$ cat src/rtl/hazard_pkg.sv
// Shared widths and types for the ID-stage hazard controller.
// Defaults here match the top-level parameter defaults.
package hazard_pkg;
    localparam int NREG_DEF       = 32;
    localparam int LOAD_LAT_DEF   = 2;
    localparam int DIV_CYCLES_DEF = 32;

    localparam int REG_IDX_W = $clog2(NREG_DEF);
    localparam int CNT_W     = $clog2(LOAD_LAT_DEF + 1);

    typedef logic [CNT_W-1:0] sb_cnt_t;

    typedef struct packed {
        logic PC_Wr;
        logic ID_Wr;
        logic EXE_Flush;
    } hz_ctrl_t;
endpackage

$ cat src/rtl/multicycle_busy_counter.sv
// Down-counter that reports busy for CYCLES cycles after a load.
// Clear has priority over load; freeze holds the count.
module multicycle_busy_counter #(
    parameter int CYCLES = 32
) (
    input  logic clk,
    input  logic resetn,
    input  logic load,
    input  logic freeze,
    input  logic clear,
    output logic busy
);
    localparam int W = $clog2(CYCLES + 1);

    logic [W-1:0] cnt;

    always_ff @(posedge clk or negedge resetn) begin
        if (!resetn) begin
            cnt <= '0;
        end else if (clear) begin
            cnt <= '0;
        end else if (load) begin
            cnt <= W'(CYCLES);
        end else if (!freeze && cnt != '0) begin
            cnt <= cnt - 1'b1;
        end
    end

    assign busy = (cnt != '0);
endmodule

$ cat src/rtl/hazard_scoreboard.sv
// ID-stage hazard controller: per-GPR load/MFC0 countdown scoreboard plus
// divider HI/LO busy tracking, driving PC/ID enables and the EXE bubble.
module hazard_scoreboard
    import hazard_pkg::*;
#(
    parameter int NREG       = NREG_DEF,
    parameter int LOAD_LAT   = LOAD_LAT_DEF,
    parameter int DIV_CYCLES = DIV_CYCLES_DEF
) (
    input  logic                     clk,
    input  logic                     resetn,
    input  logic                     ID_Valid,
    input  logic [$clog2(NREG)-1:0]  ID_rs,
    input  logic [$clog2(NREG)-1:0]  ID_rt,
    input  logic [1:0]               ID_rsrtRead,
    input  logic [$clog2(NREG)-1:0]  ID_WrReg,
    input  logic                     ID_IsLoad,
    input  logic                     ID_IsMFC0,
    input  logic                     ID_IsDiv,
    input  logic                     ID_UseHILO,
    input  logic                     MEM_Stall,
    input  logic                     Flush,
    output logic                     PC_Wr,
    output logic                     ID_Wr,
    output logic                     EXE_Flush,
    output logic                     HILO_Busy
);
    localparam int IDX_W  = $clog2(NREG);
    localparam int LCNT_W = $clog2(LOAD_LAT + 1);

    logic [LCNT_W-1:0] cnt [NREG];
    logic raw, hilo, stall, issue, late_wr;
    hz_ctrl_t ctrl;

    assign raw   = ID_Valid & ((ID_rsrtRead[1] & (cnt[ID_rs] != '0)) |
                               (ID_rsrtRead[0] & (cnt[ID_rt] != '0)));
    assign hilo  = ID_Valid & (ID_IsDiv | ID_UseHILO) & HILO_Busy;
    assign stall = raw | hilo;
    assign issue = ID_Valid & ~stall & ~MEM_Stall & ~Flush;
    assign late_wr = issue & (ID_IsLoad | ID_IsMFC0) & (ID_WrReg != '0);

    // A new late write overrides the decrement of the same entry.
    always_ff @(posedge clk or negedge resetn) begin
        if (!resetn) begin
            for (int r = 0; r < NREG; r++) cnt[r] <= '0;
        end else begin
            for (int r = 0; r < NREG; r++) begin
                if (r == 0 || Flush) begin
                    cnt[r] <= '0;
                end else if (MEM_Stall) begin
                    cnt[r] <= cnt[r];
                end else if (late_wr && ID_WrReg == IDX_W'(r)) begin
                    cnt[r] <= LCNT_W'(LOAD_LAT);
                end else if (cnt[r] != '0) begin
                    cnt[r] <= cnt[r] - 1'b1;
                end
            end
        end
    end

    // The divider keeps running through memory stalls.
    multicycle_busy_counter #(.CYCLES(DIV_CYCLES)) u_div_busy (
        .clk    (clk),
        .resetn (resetn),
        .load   (issue & ID_IsDiv),
        .freeze (1'b0),
        .clear  (Flush),
        .busy   (HILO_Busy)
    );

    always_comb begin
        ctrl.PC_Wr     = 1'b1;
        ctrl.ID_Wr     = 1'b1;
        ctrl.EXE_Flush = 1'b0;
        if (Flush) begin
            ctrl.EXE_Flush = 1'b1;
        end else if (MEM_Stall) begin
            ctrl.PC_Wr = 1'b0;
            ctrl.ID_Wr = 1'b0;
        end else if (stall) begin
            ctrl.PC_Wr     = 1'b0;
            ctrl.ID_Wr     = 1'b0;
            ctrl.EXE_Flush = 1'b1;
        end
    end

    assign PC_Wr     = ctrl.PC_Wr;
    assign ID_Wr     = ctrl.ID_Wr;
    assign EXE_Flush = ctrl.EXE_Flush;
endmodule

$ cat config.mk
export PLATFORM = sky130hd
export DESIGN_NAME = hazard_scoreboard
export DESIGN_NICKNAME = d
export VERILOG_FILES = /design/src/rtl/hazard_pkg.sv /design/src/rtl/multicycle_busy_counter.sv /design/src/rtl/hazard_scoreboard.sv
export SDC_FILE = /design/constraint.sdc
export NUM_CORES = 1
export LEC_CHECK = 0
export ABC_AREA = 1
export ABC_CLOCK_PERIOD_IN_PS = 3100
export CAP_MARGIN = 20
export CORE_MARGIN = 5
export CORE_UTILIZATION = 60
export DETAILED_ROUTE_END_ITERATION = 10
export MAX_ROUTING_LAYER = met4
export PLACE_DENSITY = 0.8
export SLEW_MARGIN = 20
export SYNTH_ARGS = -nofsm -noshare
export SYNTH_HDL_FRONTEND = slang
export SYNTH_HIERARCHICAL = 1
export SYNTH_SLANG_ARGS = --single-unit
$ cat constraint.sdc
create_clock -name clk -period 3.1 [get_ports clk]
set_clock_uncertainty 0.2 [all_clocks]
set_input_delay 0.465 -clock clk [delete_from_list [all_inputs] [get_ports clk]]
set_output_delay 0.465 -clock clk [all_outputs]
set_load 0.02 [all_outputs]
======== Word-level counts from Yosys, hierarchy flattened ========
Cells that the tools add are included.
word-level totals
  bits in registers ....................... 68
  bits of input ports ..................... 26
  output and inout bits ................... 4
  word-level logic and storage cells ...... 385
operators by class
  add/sub/neg operators ................... 32
  order comparisons ....................... 2
  eq/ne operators ......................... 32
  multiplexer cells ....................... 138
  bitwise operators ....................... 20
  reduce and logical (&&, ||, !) cells .... 129
operators by type and width
  kind                                                                 count
  2-bit two-way mux                                                    130
  3-bit nonzero test                                                   32
  5-bit == test (second input constant)                                16
  2-bit nonzero test                                                   33
  2-bit AND reduction                                                  31
  2-bit by 1-bit subtractor with 2-bit output (second input constant)  31
  5-bit by 4-bit == test with 1-bit output (second input constant)     8
  1-bit logical AND                                                    31
  2-bit binary-select mux with 5-bit select                            2
  5-bit by 3-bit == test with 1-bit output (second input constant)     4
  6-bit two-way mux                                                    3
  6-bit greater-or-equal comparator (second input constant)            2
  5-bit NOT with 6-bit output                                          2
  1-bit AND                                                            11
  5-bit by 2-bit == test with 1-bit output (second input constant)     2
  6-bit nonzero test                                                   1
  6-bit by 1-bit subtractor with 6-bit output (second input constant)  1
  5-bit by 1-bit == test with 1-bit output (second input constant)     1
  5-bit nonzero test                                                   1
  1-bit OR                                                             4
  3-bit two-way mux                                                    1
  1-bit NOT                                                            3
  1-bit two-way mux                                                    2
  2-bit by 1-bit != test with 1-bit output (second input constant)     1

======== Logic depth before layout (Yosys ltp) ========
  depth after elaboration ................. 19
  gate-level depth with buffers ........... 19
  mapped depth without buffers ............ 18

======== Hierarchy ========
The synthesis kept the hierarchy.
modules (own cells, without submodules)
  module                   instances  cells an instance  area an instance (sq um)  sequential area each (sq um)
  hazard_scoreboard        1          810                5,240.0                   1,551.5
  multicycle_busy_counter  1          55                 426.7                     150.1

======== Worst setup path after synthesis ========
Ideal clock, no wire load.
  path type ............................... input to output
  start ................................... input ID_rs[0]
  end ..................................... output EXE_Flush
  data arrival time ....................... 1.895 ns
  required time ........................... 2.435 ns
  path slack .............................. 0.540 ns
  cell stages on the path ................. 13
  path buffers ............................ 2
  path through ............................ buf_4 > inv_1 > buf_2 > o21ai_0 > nand3_1 > nand3_1 > nand3_1 > nand2_1 > nand2_1 > nand3_1 > nand3_1 > nand2_1 > o21ai_0
on the way
  cells in the longest elaborated chain, start to end .. 12
RTL lines
  item                                                   line                     RTL
  from (decl)                                            hazard_scoreboard.sv:13  input logic [$clog2(NREG)-1:0] ID_rs,
  5-bit NOT with 6-bit output (not written as such)      hazard_scoreboard.sv:35  assign raw = ID_Valid & ((ID_rsrtRead[1] & (cnt[ID_rs] != '0)) |
  2-bit binary-select mux with 5-bit select              hazard_scoreboard.sv:35
  2-bit two-way mux (not written as such) (2 in series)  hazard_scoreboard.sv:35
  2-bit nonzero test                                     hazard_scoreboard.sv:35
  1-bit AND                                              hazard_scoreboard.sv:35
  1-bit OR                                               hazard_scoreboard.sv:35
  1-bit AND                                              hazard_scoreboard.sv:35
  1-bit OR                                               hazard_scoreboard.sv:38  assign stall = raw | hilo;
  3-bit two-way mux                                      hazard_scoreboard.sv:80  end else if (stall) begin
  1-bit two-way mux                                      hazard_scoreboard.sv:77  end else if (MEM_Stall) begin
  1-bit two-way mux                                      hazard_scoreboard.sv:75  if (Flush) begin
  to (decl)                                              hazard_scoreboard.sv:25  output logic EXE_Flush,
No other way between the ends. The select of a mux whose other input is x is not followed.

==> results.toml <==
[global_route]
track_usage_pct = 28.9
grt_overflow = 0
antenna_found_initial = 0
grt_pass1_vias = 5566
grt_max_degree = 95
grt_first_pass_wirelength_um = 26100

[floorplan]
dieArea_sq_um = 11500
die_x_um = 107
rows = 35
io_pins = 30
die_y_um = 107
coreArea_sq_um = 9240
start_util_pct = 61.3

[worst_setup_path]
cp_max_fo = 11
cpMostUsedCell = "nand2_1"
slowest_delay_ns = 0.29
rr_endpoint = "cnt[22]"
worstSetupStartpointType = "input pin"
rrSetupSlack_ns = 0.22
r2r_start = "cnt[31]"
r2r_cells = 19
crit_required_ns = 3.14
path_cells = "clkdlybuf4s15_1, inv_2, nor2_2, buf_4, nand2_1, nand2_1, inv_1, nand3_1, nand2_1, nand2_1, nand3_1, nand3_2, buf_4, nand4_2, nor2_4, buf_12, buf_4, nand4_1, nand3_2, nand2_1, nand2_1, nand2_1"
cp-end-kind = "flip-flop"
worstPathArrival_ns = 2.92
critPathKind = "in -> reg"
critPathSlowestCell = "clkdlybuf4s15_1"

[synth]
ys.flop_type = "dfrtp_1"
synth_nets = 924
yosys-top-cells-count = "nand2_1 (272), nand3_1 (106), inv_1 (95), nor2_1 (95), dfrtp_1 (68)"
syn_area_sq_um = 5670
synth_top_area_share_pct = 30.0
synth_most_common_cell = "nand2_1"
syn_area_per_cell_sq_um = 6.55
ys_warn_count = 6
synthDistinctLibCells = 32
synth_area_leaders = "dfrtp_1 (30%), nand2_1 (18%), nand3_1 (9.4%), ha_1 (7.3%), inv_1 (6.3%)"
ys_seq_elements = 68
synth_top_area_cell = "dfrtp_1"
synthesis.instances = 865
synth_edf_count = 0
synth_seq_area_share_pct = 30.0
synth-async-reset-ratio_pct = 100

[outcome]
status = "finished clean"

[hold_path]
holdPathEnd = "cnt[27]"
hold_start = "cnt[27]"
hold-path-cell-count = 2
hold_path_class = "reg -> reg"

[placed_design]
gp_congestion = 0.871
port_buffers = 29
place_hpwl_um = 11300

[layout]
utilization_pct = 68.8
area_growth_pct = 12.3
regArea_sq_um = 1700
multi_input_area_sq_um = 3380
diodes = 0
final_net_count = 956
drive_above_1_share_pct = 11.0
n_fill_cell = 821

[detailed_routing]
drc = 0
wirelength_um = 15500
viasPerCell = 5.71
num_vias = 5880
ant_nets = 0
dr.pass1.iters = 5
wl_per_cell_um = 15.1
drt_iter0_drc = 455

[cts]
cts_max_path_buffers = 2
cts-buffers-inserted = 9
cts_root_buf = "clkbuf_8"
cts_tree = "built"
clk_latency_ns = 0.36
cts.sinks = 68
cts_htree_levels = 3
path_clk_slew_ns = 0.07

[timing]
setup_viol = 0
worst-slew-pin-transition_ns = 0.915
slew_headroom_pct = 38.9
fin_crit_sh_pct = 93.1
rsz0062_at_grt = "false"
hold_viol = 0
max_freq_ghz = 0.347
slew_violations = 0
post-route-min-period_ns = 2.88

[flow_run]
cap_violations = 0

[power_and_ir_drop]
power_mw = 4.78
ir_worst_vdd_uv = 527
power_density_nw_per_um2 = 752
cellLeakagePower_nw = 3.39
state kept, by name, indices dropped and copies added (netlist names):
register / count
cnt: 62
u_div_busy/cnt: 6
worst max-delay path, delay by kind of cell:
kind / cells / cell delay (ns)
buffers and inverters: 7 / 1.01
and+or+nand+nor: 15 / 1.48
cells by family (layout without fill, tap and decap cells):
| kind of cell | count (synthesis) | count (layout) | synth area share (%) |
|---|---|---|---|
| AOI/OAI and AO/OA | 73 | 73 | 6.73 |
| xor gates and xnor gates | 1 | 1 | 0.155 |
| adders and majority gates | 33 | 33 | 7.29 |
| buffers and inverters | 135 | 171 | 10.7 |
| DFF | 68 | 68 | 30.0 |
| other | 1 | 1 | 0.0662 |
| and+or+nand+nor | 554 | 554 | 45.0 |
how the worst max path moves through the flow:
stage | from | to | slack (ns) | cells past startpoint
6_report | ID_rt[0] | cnt[22] | 0.22 | 22
5_1_grt | cnt[31] | cnt[42] | 0.03 | 19
4_1_cts | ID_rs[1] | PC_Wr | 0.03 | 15
3_5_place_dp | ID_rt[0] | PC_Wr | -0.46 | 17
3_3_place_gp | ID_rt[0] | EXE_Flush | -0.41 | 14
2_1_floorplan | ID_rs[0] | EXE_Flush | 0.54 | 13
layer usage:
metal / routed length [um] / vias to the layer above / track usage, %
met5: 0 / - / -
met4: 275 / 0 / 8.77
met3: 970 / 29 / 3.25
met2: 7420 / 201 / 47.8
met1: 6870 / 2775 / 37.3
li1: - / 2875 / -
where the power goes:
| part | switching, mW | internal, mW |
|---|---|---|
| clock network | 0.362 | 0.329 |
| logic | 1.44 | 0.978 |
| registers | 0.410 | 1.27 |
| total | 2.21 | 2.58 |
area by class of cell:
| class | count | area share [%] |
|---|---|---|
| Sequential cell | 68 | 26.8 |
| Clock buffer | 13 | 2.50 |
| Clock inverter | 2 | 0.157 |
| Inverter | 97 | 5.82 |
| Timing Repair Buffer | 59 | 9.07 |
| Tap cell | 129 | 2.54 |
| Multi-Input combinational cell | 662 | 53.2 |
per-stage QoR:
step	area, sq um	setup TNS [ns]	instances	hold WS, ns	worst slack, ns
2_1_floorplan	5670	0	865	-0.0306	0.540
3_3_place_gp	6110	-17.16	1007	0.264	-0.411
3_5_place_dp	6110	-22.54	1007	0.271	-0.459
4_1_cts	6300	0	1023	0.291	0.0344
5_1_grt	6360	0	1030	0.321	0.0272
6_report	6360	0	1030	0.290	0.215
what timing repair did:
| item | CTS | global route |
|---|---|---|
| setup buffers | 0 | 6 |
| cloned | 0 | 1 |
| pin swaps | 0 | 5 |
| endpoints found under the setup margin | 19 | 17 |
| endpoints found under the hold margin | 26 | 0 |
| resized for setup | 16 | 16 |
| hold buffers | 1 | 0 |
cells in the final DEF (no fill, tap or decap), types with 2 or more instances in the layout:
cell type,n
clkdlybuf4s50_1,22
inv_2,4
nand4_1,32
o21ai_1,2
nand3_1,102
clkbuf_1,2
nand2_1,271
ha_1,33
clkinv_2,3
dfrtp_1,68
nand2_4,2
a21oi_1,36
nand3_2,34
nor3_1,10
o21ai_2,3
buf_4,23
nor2_4,2
buf_12,6
o21ai_0,29
nor2_1,95
nor2_2,2
clkbuf_8,11
buf_2,3
inv_1,91
No activity file was read; power rests on OpenSTA's default activity.
